File: src/rtl/i2s_slave_rx.sv
// rtl/i2s_slave_rx.sv - I2S slave receiver: oversampled bclk/ws/data to a stereo AXI-Stream frame
// Left slot lands in tdata[SAMPLE_WIDTH-1:0], right slot in the upper half.
module i2s_slave_rx #(
  parameter int SAMPLE_WIDTH   = 16,
  parameter int TIMEOUT_CYCLES = 1024,
  parameter int CNT_WIDTH      = 8
) (
  input  logic                      clock,
  input  logic                      reset,
  input  logic                      i2s_bclk,
  input  logic                      i2s_ws,
  input  logic                      i2s_data,
  output logic [2*SAMPLE_WIDTH-1:0] m_axis_tdata,
  output logic                      m_axis_tvalid,
  input  logic                      m_axis_tready,
  output logic                      overflow,
  output logic                      short_slot,
  output logic [CNT_WIDTH-1:0]      overflow_count,
  output logic                      active
);

  localparam int BW = $clog2(SAMPLE_WIDTH + 1);
  localparam int TW = $clog2(TIMEOUT_CYCLES + 1);
  localparam logic [BW-1:0] SW_CNT  = BW'(SAMPLE_WIDTH);
  localparam logic [TW-1:0] TO_LAST = TW'(TIMEOUT_CYCLES - 1);
  localparam logic [TW-1:0] TO_MAX  = TW'(TIMEOUT_CYCLES);

  typedef enum logic [1:0] {
    ST_HUNT,
    ST_LEFT,
    ST_RIGHT
  } state_t;

  state_t state_q, state_d;

  logic bclk_s1, bclk_s2, bclk_s3;
  logic ws_s1, ws_s2, ws_prev;
  logic data_s1, data_s2;

  logic [SAMPLE_WIDTH-1:0] shift_q, shift_ext, sample, left_hold;
  logic [BW-1:0]           bit_cnt, cnt_ext;
  logic [TW-1:0]           timeout_cnt;

  logic bclk_rise, boundary, timeout_hit, is_short;
  logic commit_left, commit_right, short_pulse;

  assign bclk_rise   = bclk_s2 & ~bclk_s3;
  assign boundary    = bclk_rise & (ws_s2 != ws_prev);
  assign timeout_hit = ~bclk_rise & (timeout_cnt == TO_LAST);

  // The boundary bit still belongs to the old slot, so the shift is resolved
  // before the commit value is formed.
  always_comb begin
    shift_ext = shift_q;
    cnt_ext   = bit_cnt;
    if (bit_cnt < SW_CNT) begin
      shift_ext = SAMPLE_WIDTH'({shift_q, data_s2});
      cnt_ext   = bit_cnt + BW'(1);
    end
    sample   = shift_ext << (SW_CNT - cnt_ext);
    is_short = cnt_ext < SW_CNT;
  end

  always_ff @(posedge clock or posedge reset) begin
    if (reset) begin
      state_q <= ST_HUNT;
    end else begin
      state_q <= state_d;
    end
  end

  always_comb begin
    state_d      = state_q;
    commit_left  = 1'b0;
    commit_right = 1'b0;
    short_pulse  = 1'b0;
    if (timeout_hit) begin
      state_d = ST_HUNT;
    end else if (boundary) begin
      case (state_q)
        ST_HUNT: begin
          if (!ws_s2) state_d = ST_LEFT;
        end
        ST_LEFT: begin
          state_d     = ST_RIGHT;
          commit_left = 1'b1;
          short_pulse = is_short;
        end
        ST_RIGHT: begin
          state_d      = ST_LEFT;
          commit_right = 1'b1;
          short_pulse  = is_short;
        end
        default: state_d = ST_HUNT;
      endcase
    end
  end

  // Input synchronizers, slot shift register and bit-clock watchdog
  always_ff @(posedge clock or posedge reset) begin
    if (reset) begin
      bclk_s1     <= 1'b0;
      bclk_s2     <= 1'b0;
      bclk_s3     <= 1'b0;
      ws_s1       <= 1'b0;
      ws_s2       <= 1'b0;
      ws_prev     <= 1'b0;
      data_s1     <= 1'b0;
      data_s2     <= 1'b0;
      shift_q     <= '0;
      bit_cnt     <= '0;
      timeout_cnt <= '0;
      left_hold   <= '0;
      active      <= 1'b0;
    end else begin
      bclk_s1 <= i2s_bclk;
      bclk_s2 <= bclk_s1;
      bclk_s3 <= bclk_s2;
      ws_s1   <= i2s_ws;
      ws_s2   <= ws_s1;
      data_s1 <= i2s_data;
      data_s2 <= data_s1;

      if (bclk_rise) begin
        timeout_cnt <= '0;
      end else if (timeout_cnt != TO_MAX) begin
        timeout_cnt <= timeout_cnt + TW'(1);
      end

      if (bclk_rise) begin
        if (boundary) begin
          shift_q <= '0;
          bit_cnt <= '0;
          ws_prev <= ws_s2;
        end else begin
          shift_q <= shift_ext;
          bit_cnt <= cnt_ext;
        end
      end else if (timeout_hit) begin
        shift_q <= '0;
        bit_cnt <= '0;
      end

      if (commit_left) left_hold <= sample;
      active <= (state_d != ST_HUNT);
    end
  end

  // Output frame register; a frame arriving while the previous one is unaccepted is dropped
  always_ff @(posedge clock or posedge reset) begin
    if (reset) begin
      m_axis_tdata   <= '0;
      m_axis_tvalid  <= 1'b0;
      overflow       <= 1'b0;
      short_slot     <= 1'b0;
      overflow_count <= '0;
    end else begin
      overflow   <= 1'b0;
      short_slot <= short_pulse;
      if (commit_right) begin
        if (!m_axis_tvalid || m_axis_tready) begin
          m_axis_tdata  <= {sample, left_hold};
          m_axis_tvalid <= 1'b1;
        end else begin
          overflow <= 1'b1;
          if (overflow_count != {CNT_WIDTH{1'b1}}) begin
            overflow_count <= overflow_count + CNT_WIDTH'(1);
          end
        end
      end else if (m_axis_tvalid && m_axis_tready) begin
        m_axis_tvalid <= 1'b0;
      end
    end
  end

endmodule

File: config.mk
export PLATFORM = sky130hd
export DESIGN_NAME = i2s_slave_rx
export DESIGN_NICKNAME = d
export VERILOG_FILES = /design/src/rtl/i2s_slave_rx.sv
export SDC_FILE = /design/constraint.sdc
export NUM_CORES = 1
export LEC_CHECK = 0
export CORE_ASPECT_RATIO = 0.8
export CORE_UTILIZATION = 50
export CTS_BUF_LIST = sky130_fd_sc_hd__clkbuf_4 sky130_fd_sc_hd__clkbuf_8
export CTS_CLUSTER_DIAMETER = 30
export DETAILED_ROUTE_END_ITERATION = 7
export PLACE_DENSITY = 0.77
export REMOVE_ABC_BUFFERS = 1
export SYNTH_ARGS = -nofsm -noshare
export SYNTH_HDL_FRONTEND = slang
export SYNTH_SLANG_ARGS = --single-unit
File: constraint.sdc
create_clock -name clock -period 5.4 [get_ports clock]
set_input_delay 0.54 -clock clock [delete_from_list [all_inputs] [get_ports clock]]
set_output_delay 0.54 -clock clock [all_outputs]
set_load 0.01 [all_outputs]
==> results of run 1 <==
==> logic make-up after synthesis <==
group | after synthesis
adder cells (fa/ha/maj) | 10
flip-flops | 102
AO/OA/AOI/OAI | 87
buffers and inverters | 36
XOR/XNOR | 21
multiplexers | 71
AND/OR/NAND/NOR | 130
==> critical path: stages, from the launching register on <==
cell and delay, ps:
sky130_fd_sc_hd__dfrtp_1 1040, sky130_fd_sc_hd__nor2b_1 210, sky130_fd_sc_hd__or2_2 340, sky130_fd_sc_hd__ha_1 590, sky130_fd_sc_hd__clkinv_1 540, sky130_fd_sc_hd__mux2_2 460
sky130_fd_sc_hd__mux2_2 270, sky130_fd_sc_hd__o21a_1 190, sky130_fd_sc_hd__o21ai_1 110
==> metal layers <==
layer,up-vias,wire [um]
met4,0,112
met2,68,4550
met1,1719,5030
met3,12,332
li1,1702,-
met5,-,0
==> worst max path at each step <==
stage                                  end  slack [ps]  depth (start not counted)
final                        left_hold[11]        1570                          8
after floorplan           m_axis_tdata[27]        2120                          8
after global placement       left_hold[11]        1790                          8
after global routing      m_axis_tdata[27]        1250                          8
after CTS                    left_hold[11]        1630                          8
after detailed placement     left_hold[11]        1640                          8
==> sequential cells by signal (all words and copies together) (netlist names), 2 cells and up <==
register,flops
bit_cnt,5
overflow_count,8
timeout_cnt,11
m_axis_tdata,32
state_q,2
left_hold,16
shift_q,16
==> Yosys cell counts, types with 2 or more instances <==
| master | n |
|---|---|
| sky130_fd_sc_hd__or3_1 | 4 |
| sky130_fd_sc_hd__nand3_1 | 14 |
| sky130_fd_sc_hd__nor4_1 | 3 |
| sky130_fd_sc_hd__inv_1 | 9 |
| sky130_fd_sc_hd__a21oi_1 | 9 |
| sky130_fd_sc_hd__and2_1 | 3 |
| sky130_fd_sc_hd__nor2_1 | 23 |
| sky130_fd_sc_hd__buf_2 | 3 |
| sky130_fd_sc_hd__a211o_1 | 4 |
| sky130_fd_sc_hd__nand4_1 | 4 |
| sky130_fd_sc_hd__xor2_1 | 6 |
| sky130_fd_sc_hd__o21ai_1 | 13 |
| sky130_fd_sc_hd__o31ai_1 | 2 |
| sky130_fd_sc_hd__a31oi_1 | 4 |
| sky130_fd_sc_hd__o22ai_1 | 2 |
| sky130_fd_sc_hd__nor2b_1 | 3 |
| sky130_fd_sc_hd__mux4_2 | 2 |
| sky130_fd_sc_hd__nand2_1 | 49 |
| sky130_fd_sc_hd__mux2_2 | 36 |
| sky130_fd_sc_hd__or2_2 | 3 |
| sky130_fd_sc_hd__o21a_1 | 5 |
| sky130_fd_sc_hd__buf_6 | 5 |
| sky130_fd_sc_hd__o21ai_0 | 22 |
| sky130_fd_sc_hd__clkbuf_1 | 16 |
| sky130_fd_sc_hd__mux2i_1 | 30 |
| sky130_fd_sc_hd__nand2b_1 | 4 |
| sky130_fd_sc_hd__xnor2_1 | 12 |
| sky130_fd_sc_hd__and3_1 | 7 |
| sky130_fd_sc_hd__nor3_1 | 7 |
| sky130_fd_sc_hd__dfrtp_1 | 102 |
| sky130_fd_sc_hd__xor2_2 | 2 |
| sky130_fd_sc_hd__a22o_1 | 18 |
| sky130_fd_sc_hd__o211ai_1 | 2 |
| sky130_fd_sc_hd__ha_1 | 10 |
==> cell type report <==
type	instances	share of cell area, %
clock buffer	10	2.26
inverter	10	0.690
tap	136	2.93
sequential	102	44.0
timing repair buffer	52	8.83
clock inverter	4	0.862
multi-input combinational	319	40.5
==> power by group <==
part	leakage, nW	internal [W]	total, W	switching [W]
Clock	0.0876	0.000214	0.000457	0.000244
Combinational	1.11	0.000302	0.000645	0.000343
Sequential	1.39	0.000872	0.000960	0.0000882
Total	2.59	0.00139	0.00206	0.000675
==> metrics by stage <==
| stage | instance area (um^2) | worst slack, ps | hold WS (ps) |
|---|---|---|---|
| global route | 5810 | 1250 | 382 |
| detailed placement | 5630 | 1640 | 338 |
| finish | 5810 | 1570 | 357 |
| global placement | 5630 | 1790 | 332 |
| CTS | 5810 | 1630 | 359 |
| floorplan | 4940 | 2120 | 331 |
==> summary by stage, run 1 <==
Drt
The number of remaining DRC errors is 0. The post-detailed-route via-to-cell ratio is around 5.5. The first detailed-routing pass took 4 iterations. For this block, the via count after detailed routing is between 3000 and 4000.

After detailed routing, the total wire length is about 10000 um. The average wire length per cell after detail routing is 15.8 um. The iteration-0 DRC count of the detailed router is approximately 210.

The remaining number of nets flagged by the antenna check after routing is 0.

Worst setup path
STA classifies the critical path startpoint as a flop. Tracing the worst setup path back leads to its startpoint at bit_cnt[4]. The worst setup path is of the flop to flop kind. Across all register-to-register paths, the minimum setup slack is 1570 ps. The required time at the worst-slack endpoint is 5690 ps. The worst setup path is captured at a flop.

The endpoint identified for the worst register-to-register timing path is left_hold[11]. For the worst setup path, the data arrival time is 4130 ps. The peak fanout along the critical path is 24. The cell count of the worst reg-to-reg path is 8.

The reg-to-reg startpoint is bit_cnt[4].

Finish
In the final layout, the multi-input gates occupy 0.00235 mm^2. The most frequent standard cell in the layout excluding fill and tap cells is sky130_fd_sc_hd__dfrtp_1. For this run, the share of the core covered by cells in the final layout is 59.4%. The synthesis-to-finish area growth is 14.3%. The count of cells in the finished layout, fillers not included, comes to 633.

The area used by sequential logic in the layout is 0.00255 mm^2. The filler cell count in the final layout is 860. In the final layout, the share of cells above drive strength 1 is 13.7%. The antenna diode instance count is 0.

The total number of nets in the final design is 510. In the layout the commonest cells are sky130_fd_sc_hd__dfrtp_1, sky130_fd_sc_hd__nand2_1, sky130_fd_sc_hd__clkdlybuf4s50_1, sky130_fd_sc_hd__mux2_2, sky130_fd_sc_hd__mux2i_1.

Clock tree
Clock tree synthesis found a total of 102 sinks. The total clock buffers created by CTS is 9. The number of cells upsized or downsized after cts is 0. The clock-pin slew of the registers on the worst-case setup and hold paths is 90 ps. The maximum buffer depth of the clock tree is 2.

The number of buffers inserted by hold repair at cts is 0. The CTS tree is yes. The number of H-tree levels is 3. The clock insertion delay at the later pin of the skew report is between 300 and 400 ps. The tree is rooted in a sky130_fd_sc_hd__clkbuf_8.

In this run the post-CTS setup repair buffer count came out at 0.

Status
The flow ran to the end, and the final reports show no timing, DRC or antenna violations.

Logic synthesis
In the synthesized netlist the async set-or-reset flop fraction comes to between 90% and 100%. The synthesized area per cell is 11.1 um^2. Summed over its instances, the top area cell type makes up 50.2% of the synthesized netlist area. The synthesized-area fraction occupied by ao, oa, aoi and oai cells is 11.5%. Of the total synthesized cell area, the portion taken by XOR and XNOR cells is 4.19%.

The netlist area before placement is 0.00508 mm^2. The flip-flop and latch count after synthesis is 102. Yosys mapped a number of flops with a built-in enable equal to 0. The post-synthesis cell count is around 460.

Among all flip-flop cells after synthesis, the most frequent one is sky130_fd_sc_hd__dfrtp_1. The portion of netlist area occupied by mux cells is 15.8%. For this run, the number of Yosys warnings is 0. Summing the areas of all fa, ha and maj instances in the mapped netlist gives 2.46% of the synthesized area.

The share of synthesized area occupied by flip-flops and latches is 50.2%. The distinct cell type count after synthesis is 53. After synthesis, the largest family of logic cells by area is multiplexers. Of the total synthesized cell area, the portion taken by AND, OR, NAND and NOR gates is roughly an eighth. Ranked by total cell area, the synthesized netlist is headed by sky130_fd_sc_hd__dfrtp_1, sky130_fd_sc_hd__mux2_2, sky130_fd_sc_hd__mux2i_1, sky130_fd_sc_hd__nand2_1, sky130_fd_sc_hd__a22o_1. The largest total area in the synthesized netlist belongs to sky130_fd_sc_hd__dfrtp_1.

Floorplan
The region available for standard cell placement spans 0.00977 mm^2. The die boundary width is 115 um. The floorplan has 32 rows. Measured along the y axis, the die boundary spans 92.2 um. For this design the top-level I/O count stands at 50. Once the floorplan was initialized, standard cells occupied a little over half of the core. The area of the die is 0.0106 mm^2.

Timing
The hold violation count in the final report is 0. Setup repair after global routing left no endpoint under its margin. The final period utilization is 71.0%.

The worst clock skew is 13.5 ps. At the pin with the least slew margin, the transition time is between 1000 and 1500 ps. The minimum clock period is about 3800 ps.

The total count of max-transition violations in the final report is 0. Headroom to the max-slew limit came out at ~28%. The upper clock frequency limit is between 0.2 and 0.3 GHz. The setup TNS is 0 ps. Setup violations remaining at the end of the flow were counted as 0.

Hold path
The startpoint of the worst hold path is bclk_s1. The worst hold path belongs to the class flop to flop. The destination of the worst hold path is bclk_s2.

Along the worst hold path, the cell count comes to 0.

Power and ir drop
The worst-case vdd ir drop is 0.000142 V. The static power due to leakage is about 2.6 nW. The power per standard cell area is approximately 360 mW/mm^2.

Power comes to about 0.0021 W.

Global routing
The global-route wire length before repair is ~17000 um. Global routing used ~4.3% of the available met3 tracks. The met1 usage is 30.1%. The remaining global-route overflow is 0. met2 is the most crowded layer. For this run, global-route usage on met2 was measured as 31.6%. The largest net degree at the start of global routing is 55. The global router's overall resource usage is between 20% and 30%. The initial antenna violation count is 0. The number of global-route vias before repair came to roughly 3500.

Run
The tool flagged a number of max-cap violations equal to 0.

Place
Routability-driven placement finished with a final weighted congestion of 0.883. The wire-length estimate of the detail-placed layout is 7080 um. The number of instances in the placed design is a little over 600. The count of input and output buffers is 49.
Note: power is estimated with default switching activity, not from simulation.
==> run 2, diff against run 1 <==
--- a/config.mk
+++ b/config.mk
@@ -10,7 +10,7 @@
 export CTS_BUF_LIST = sky130_fd_sc_hd__clkbuf_4 sky130_fd_sc_hd__clkbuf_8
 export CTS_CLUSTER_DIAMETER = 30
 export DETAILED_ROUTE_END_ITERATION = 7
-export PLACE_DENSITY = 0.77
+export PLACE_DENSITY = 0.8
 export REMOVE_ABC_BUFFERS = 1
 export SYNTH_ARGS = -nofsm -noshare
 export SYNTH_HDL_FRONTEND = slang
==> constraint.sdc (replaced) <==
create_clock -name clock -period 3.2 [get_ports clock]
set_input_delay 0.32 -clock clock [delete_from_list [all_inputs] [get_ports clock]]
set_output_delay 0.32 -clock clock [all_outputs]
set_load 0.01 [all_outputs]
==> run 2 against run 1 <==
Non-clock buffer count up 14; sequential share of layout area down 1.2 points; clock-buffer cell count down 1; clock skew up 2.4 ps; flip-flop and latch count unchanged; worst setup slack worse by 1200 ps; design area up 2.7%; final cell count up 2.5%; sequential power up 68%.
==> summary by stage, run 2 (synthesized netlist as in run 1, its figures left out) <==
Finish
The number of flip-flops in the largest register came to 32 (unchanged). The share of post-route cells with drive strength above 1 is 16.4% (+2.7 points). In the layout the commonest cells are sky130_fd_sc_hd__dfrtp_1, sky130_fd_sc_hd__nand2_1, sky130_fd_sc_hd__clkdlybuf4s50_1, sky130_fd_sc_hd__mux2_2, sky130_fd_sc_hd__mux2i_1.

The total number of nets in the final design came to 524 (+2.7%). The fraction of the core area covered by cells at the end of the flow is 61.0% (+1.6 points). The final instance area is 0.00596 mm^2 (+2.7%). The antenna diode instance count is 0 (unchanged). The register with the most flip-flops is m_axis_tdata. The largest registers in the layout are m_axis_tdata: 32 flops, left_hold: 16 flops, shift_q: 16 flops. From synthesis to final layout, the design area changed by 17.3%. The most frequent standard cell in the layout excluding fill and tap cells is sky130_fd_sc_hd__dfrtp_1.

Global routing
The largest net degree at the start of global routing is 79 (+44%). The global-route wire length before repair came to 17400 um (+1.4%). The remaining global-route overflow is 0 (unchanged).

The initial antenna violation count was 0 (unchanged). The number of global-route vias before repair came to 3581 (+3.0%). The global router's overall resource usage came to 21.2% (+0.36 points).

Power and ir drop
The worst-case vdd ir drop was 0.000328 V (+130%). The power per standard cell area is 613 mW/mm^2 (+73%). The static power due to leakage is 2.68 nW (+3.3%). The final total power is 0.00366 W (+77%).

Floorplan
The number of core rows is 32 (unchanged). The floorplan core area is 0.00977 mm^2 (unchanged). The die boundary width is 115 um (unchanged). The area of the die was 0.0106 mm^2 (unchanged). The die span in y is 92.2 um (unchanged).

The initial standard-cell utilization of the core is 52.0% (unchanged). The number of top-level pins came to 50 (unchanged).

Worst setup path
The largest incremental delay on the critical path is 510 ps (-530 ps). STA classifies the critical path startpoint as a flop. The critical path is of the flop to flop type.

The capture point of the critical path is left_hold[14]. The capture instance of the worst register-to-register path is left_hold[14]. The cell count of the worst reg-to-reg path was 8 (unchanged).

The data arrival time of the critical path is 3130 ps (-1000 ps). The launching element of the worst setup path is bit_cnt[4]. Traced cell by cell, the critical path runs through nor2b_1, or2_2, ha_1, xnor3_1, buf_4, mux2i_1, mux4_2, o21ai_1.

The peak fanout along the critical path is 13 (-46%). The setup slack on the worst flop-to-flop path is 370 ps (-1190 ps). The cell type of the slowest stage on the worst timing path is sky130_fd_sc_hd__dfrtp_1. In this run the critical register-to-register path is launched from bit_cnt[4]. The required time at the worst-slack endpoint is 3500 ps (-2190 ps). STA classifies the critical path endpoint as a flop.

Clock tree
The maximum buffer depth of the clock tree is 2 (unchanged). TritonCTS built the clock tree. The number of cells upsized or downsized after cts is 0 (unchanged). The number of H-tree levels is 3 (unchanged).

The number of clock sinks came to 102 (unchanged). The clock-pin slew of the registers on the worst-case setup and hold paths is 100 ps (about the same). The post-CTS setup-driven buffer insertion count is 0 (unchanged).

The number of buffers inserted by hold repair at cts was 0 (unchanged). The tree is rooted in a sky130_fd_sc_hd__clkbuf_8. The total clock buffers created by CTS was 9 (unchanged). The clock insertion delay at the later pin of the skew report came to 380 ps (+20 ps).

Timing
The measured slew at the worst slew-check pin was 947 ps (-129 ps). The worst clock skew was 16.0 ps (+2.44 ps). The setup-violating endpoint count in the final report was 0 (unchanged). The worst-case headroom to the max-slew limit is 36.9% (+8.9 points). The hold violation count in the final report came to 0 (unchanged).

The upper clock frequency limit is 0.354 GHz (+36%). The minimum clock period is 2830 ps (-1010 ps). Setup repair after global routing left no endpoint under its margin. The final period utilization is 88.3% (+17 points). The worst-case setup margin in the final layout is 373 ps (-1190 ps). The total count of max-transition violations in the final report came to 0 (unchanged).

The smallest hold slack is 355 ps (-1.92 ps).

Drt
The detailed-router iteration count before antenna repair was 4 (unchanged). The routed wire length is 10300 um (+3.3%). The number of remaining DRC errors came to 0 (unchanged). The remaining number of nets flagged by the antenna check after routing was 0 (unchanged). The average wire length per cell after detail routing is 15.9 um (+0.72%). The iteration-0 DRC count of the detailed router was 155 (-25%). The post-detailed-route via-to-cell ratio is 5.58 (+0.88%). The via count of the routed design came to 3621 (+3.4%).

Place
The setup slack after placement came to 417 ps (-1220 ps). The area of placed instances is 0.00574 mm^2 (+2.1%). The final RePlAce weighted congestion is 0.868 (-1.7%). The detailed placement HPWL is 7400 um (+4.5%). The count of input and output buffers is 49 (unchanged).

Run
The reported max-cap violation count came to 0 (unchanged).

Status
The flow ran to the end, and the final reports show no timing, DRC or antenna violations.

Hold path
The type of the most critical hold path is flop to flop.
-- run 2: cell types whose count changed in the layout (fill, tap and decap cells not counted) --
cell | before | now
sky130_fd_sc_hd__clkbuf_4 | 1 | 0
sky130_fd_sc_hd__clkinvlp_4 | 2 | 3
sky130_fd_sc_hd__inv_6 | 0 | 1
sky130_fd_sc_hd__buf_12 | 0 | 1
sky130_fd_sc_hd__bufinv_16 | 1 | 2
sky130_fd_sc_hd__buf_4 | 3 | 16
-- run 2: final cells by class --
cell class	count	area, um^2
multi-input combinational	319	2350
sequential	102	2550
clock inverter	7	96.3
tap	136	170
inverter	10	40.0
clock buffer	9	124
timing repair buffer	66	631
fill	839	3810
-- run 2: report_power, final --
group	total [W]	switching, W	internal [W]
clock	0.000886	0.000445	0.000441
combinational	0.00117	0.000612	0.000553
sequential	0.00161	0.000134	0.00147
-- run 2: per-layer routing --
metal | GRT usage, % | wire length (um) | vias to the layer above
met2 | 32.2 | 4580 | 73
met1 | 30.5 | 5210 | 1809
li1 | - | - | 1725
met5 | 0 | 0 | -
met4 | 6.60 | 167 | 0
met3 | 4.49 | 383 | 14
-- run 2: per-stage QoR --
step / cells / TNS (ps)
5_1_grt: 649 / 0
6_report: 649 / 0
4_1_cts: 649 / 0
3_3_place_gp: 633 / 0
2_1_floorplan: 431 / -371
3_5_place_dp: 633 / 0
-- run 2: worst min-delay path by stage --
stage / start / end / slack [ps] / cells after the start
finish: data_s1 / data_s2 / 360 / 0
global route: data_s1 / data_s2 / 360 / 0
CTS: data_s1 / data_s2 / 360 / 0
detailed placement: ws_s1 / ws_s2 / 330 / 0
global placement: bclk_s1 / bclk_s2 / 330 / 0
floorplan: bclk_s1 / bclk_s2 / 330 / 0
-- run 2: worst max-delay path, delay by kind of cell (launching register included) --
family / cells / cell delay (ps)
fa+ha+maj: 1 / 220
xor+xnor: 1 / 460
simple gates: 2 / 510
flops: 1 / 510
buf+inv: 1 / 240
mux: 2 / 680
compound gates: 1 / 130
==> run 3, diff against run 2 <==
--- a/config.mk
+++ b/config.mk
@@ -6,11 +6,12 @@
 export NUM_CORES = 1
 export LEC_CHECK = 0
 export CORE_ASPECT_RATIO = 0.8
+export CORE_MARGIN = 5
 export CORE_UTILIZATION = 50
 export CTS_BUF_LIST = sky130_fd_sc_hd__clkbuf_4 sky130_fd_sc_hd__clkbuf_8
 export CTS_CLUSTER_DIAMETER = 30
 export DETAILED_ROUTE_END_ITERATION = 7
-export PLACE_DENSITY = 0.8
+export PLACE_DENSITY = 0.77
 export REMOVE_ABC_BUFFERS = 1
 export SYNTH_ARGS = -nofsm -noshare
 export SYNTH_HDL_FRONTEND = slang
==> constraint.sdc (replaced) <==
create_clock -name clock -period 3.35 [get_ports clock]
set_input_delay 0.335 -clock clock [delete_from_list [all_inputs] [get_ports clock]]
set_output_delay 0.335 -clock clock [all_outputs]
set_load 0.01 [all_outputs]
==> run 3 against run 2 <==
Register-to-register slack gained 130 ps; combinational power shrank 4%; fmax is 0.71% lower; clock skew is 4.2 ps lower; die area up 16%; worst setup slack improved by 130 ps; final cell count down 0.31%; core utilization decreased by 0.090 points; design area decreased by 0.15%; critical path type unchanged; largest cell class unchanged; highest routed layer unchanged.
==> summary by stage, run 3 (synthesized netlist as in run 1, its figures left out) <==
Floorplan
The initial standard-cell utilization of the core is 52.0% (unchanged). The number of core rows is 32 (unchanged). The number of top-level pins is 50 (unchanged).

The floorplan core area came to 0.00977 mm^2 (unchanged). The die span in y was 100 um (+8.7%). The die boundary width is 123 um (+7.0%).

The area of the die is 0.0123 mm^2 (+16%).

Timing
The smallest hold slack is 359 ps (+3.79 ps). The setup TNS is 0 ps (unchanged). The minimum clock period is 2850 ps (+20.2 ps). The measured slew at the worst slew-check pin is 778 ps (-169 ps). The final period utilization is 85.0% (-3.4 points). The setup-violating endpoint count in the final report is 0 (unchanged). The hold violation count in the final report was 0 (unchanged). The upper clock frequency limit is 0.351 GHz (-0.71%). The total count of max-transition violations in the final report came to 0 (unchanged). The worst-case headroom to the max-slew limit is 48.0% (+11 points). Setup repair after global routing left no endpoint under its margin. The worst clock skew is 11.8 ps (-4.21 ps).

Clock tree
The total clock buffers created by CTS is 9 (unchanged). The cell sitting at the root of the clock tree is a sky130_fd_sc_hd__clkbuf_8. The number of H-tree levels is 3 (unchanged). The number of buffers inserted by hold repair at cts is 0 (unchanged). The maximum buffer depth of the clock tree came to 2 (unchanged).

The post-CTS setup-driven buffer insertion count was 0 (unchanged). The number of clock sinks is 102 (unchanged). The CTS tree is yes. The clock-pin slew of the registers on the worst-case setup and hold paths was 100 ps (about the same). The number of cells upsized or downsized after cts came to 0 (unchanged).

The clock insertion delay at the later pin of the skew report is 370 ps (about the same).

Power and ir drop
The sequential group share of total power is 43.6% (-0.3 points). The fraction of power spent switching nets is 32.5% (-0.081 points). The power per standard cell area came to 591 mW/mm^2 (-3.7%).

The switching power is 0.00114 W (-4.1%). The worst-case vdd ir drop was 0.000352 V (+7.5%). The clock group share of total power came to 24.5% (+0.3 points). The combinational share of power came to 32.0% (about the same). The static power due to leakage was 2.67 nW (-0.16%). The internal portion of total power is 0.00237 W (-3.7%).

Worst setup path
The kind of end point of the critical path is a flop. The capture instance of the worst register-to-register path is left_hold[1]. STA classifies the critical path startpoint as a flop.

The capture point of the critical path is left_hold[1]. The data arrival time of the critical path is 3160 ps (+30 ps). The worst setup path category is flop to flop. The required time at the worst-slack endpoint is 3670 ps (+170 ps).

The worst register-to-register path begins at bit_cnt[4]. The peak fanout along the critical path was 10 (-3). In this run the worst setup path begins at bit_cnt[4]. The cell count of the worst reg-to-reg path is 9 (+1). The setup slack on the worst flop-to-flop path is 500 ps (+130 ps).

Drt
The detailed-router iteration count before antenna repair was 4 (unchanged). The remaining number of nets flagged by the antenna check after routing came to 0 (unchanged). The number of remaining DRC errors is 0 (unchanged).

The routed wire length is 10600 um (+2.0%). The post-detailed-route via-to-cell ratio was 5.62 (+0.64%). The iteration-0 DRC count of the detailed router is 279 (+80%). The via count of the routed design was 3633 (+0.33%). The average wire length per cell after detail routing came to 16.3 um (+2.3%).

Finish
The register with the most flip-flops in the final layout is m_axis_tdata. The total number of nets in the final design is 522 (-0.38%). The share of post-route cells with drive strength above 1 was 16.0% (-0.33 points). The largest registers in the layout are m_axis_tdata: 32 flops, left_hold: 16 flops, shift_q: 16 flops.

The antenna diode instance count is 0 (unchanged). In the layout the commonest cells are sky130_fd_sc_hd__dfrtp_1, sky130_fd_sc_hd__nand2_1, sky130_fd_sc_hd__clkdlybuf4s50_1, sky130_fd_sc_hd__mux2_2, sky130_fd_sc_hd__mux2i_1. The library cell used most frequently in the layout, excluding fill and tap cells, is sky130_fd_sc_hd__dfrtp_1.

The number of flip-flops in the largest register is 32 (unchanged). Compared with the post-synthesis result, the final layout area differs by 17.2%.

Run
The reported max-cap violation count is 0 (unchanged).

Place
The detailed placement HPWL is 7770 um (+5.0%). The final RePlAce weighted congestion came to 0.846 (-2.5%). The count of input and output buffers is 49 (unchanged).

Global routing
The remaining global-route overflow is 0 (unchanged). The global router's overall resource usage is 18.5% (-2.7 points). The global-route wire length before repair is 18100 um (+3.8%). The largest net degree at the start of global routing came to 56 (-29%). The initial antenna violation count is 0 (unchanged). The number of global-route vias before repair is 3576 (-0.14%).

Hold path
The type of the most critical hold path is flop to flop.

Status
The flow ran to the end, and the final reports show no timing, DRC or antenna violations.
[run 3: power groups by stage]
stage / Sequential [W] / Clock [W] / Combinational (W)
global route: 0.00156 / 0.000932 / 0.00123
detailed placement: 0.00156 / 0 / 0.00112
global placement: 0.00155 / 0 / 0.00109
floorplan: 0.00158 / 0 / 0.000669
finish: 0.00153 / 0.000861 / 0.00112
CTS: 0.00153 / 0.000876 / 0.00113
[run 3: area by class of cell]
cell class                 count  area (um^2)
clock buffer                  10          131
clock inverter                 6         95.1
fill                         828         3810
inverter                      10         40.0
multi-input combinational    319         2350
sequential                   102         2550
tap                          136          170
timing repair buffer          64          616
[run 3: metal layers]
layer	track usage [%]	routed length (um)
met5	0	0
met4	5.08	179
met1	26.5	4930
met3	4.45	603
met2	28.3	4840
[run 3: worst max-delay path, stage by stage (launching register included)]
cell and delay [ps]:
sky130_fd_sc_hd__dfrtp_1 530, sky130_fd_sc_hd__nor2b_1 220, sky130_fd_sc_hd__or2_2 300, sky130_fd_sc_hd__ha_1 220
sky130_fd_sc_hd__xnor3_1 490, sky130_fd_sc_hd__buf_4 230, sky130_fd_sc_hd__nor2_1 210, sky130_fd_sc_hd__nand2_1 150
sky130_fd_sc_hd__nor3_1 220, sky130_fd_sc_hd__mux2_2 210
[run 3: how the worst min path moves through the flow]
stage          cells past startpoint      end  startpoint
2_1_floorplan                      0  bclk_s2     bclk_s1
6_report                           0  data_s2     data_s1
3_3_place_gp                       0  bclk_s2     bclk_s1
3_5_place_dp                       0    ws_s2       ws_s1
5_1_grt                            0  data_s2     data_s1
4_1_cts                            0    ws_s2       ws_s1
[run 3: through the flow]
stage	power, W	std cells	util (%)	cell area, um^2	setup slack [ps]
6_report	0.00352	647	61.0	5950	503
4_1_cts	0.00354	647	61.0	5950	530
3_5_place_dp	0.00268	631	58.6	5730	564
3_3_place_gp	0.00264	631	58.6	5730	632
5_1_grt	0.00372	647	61.0	5950	297
2_1_floorplan	0.00225	431	-	4940	71.7
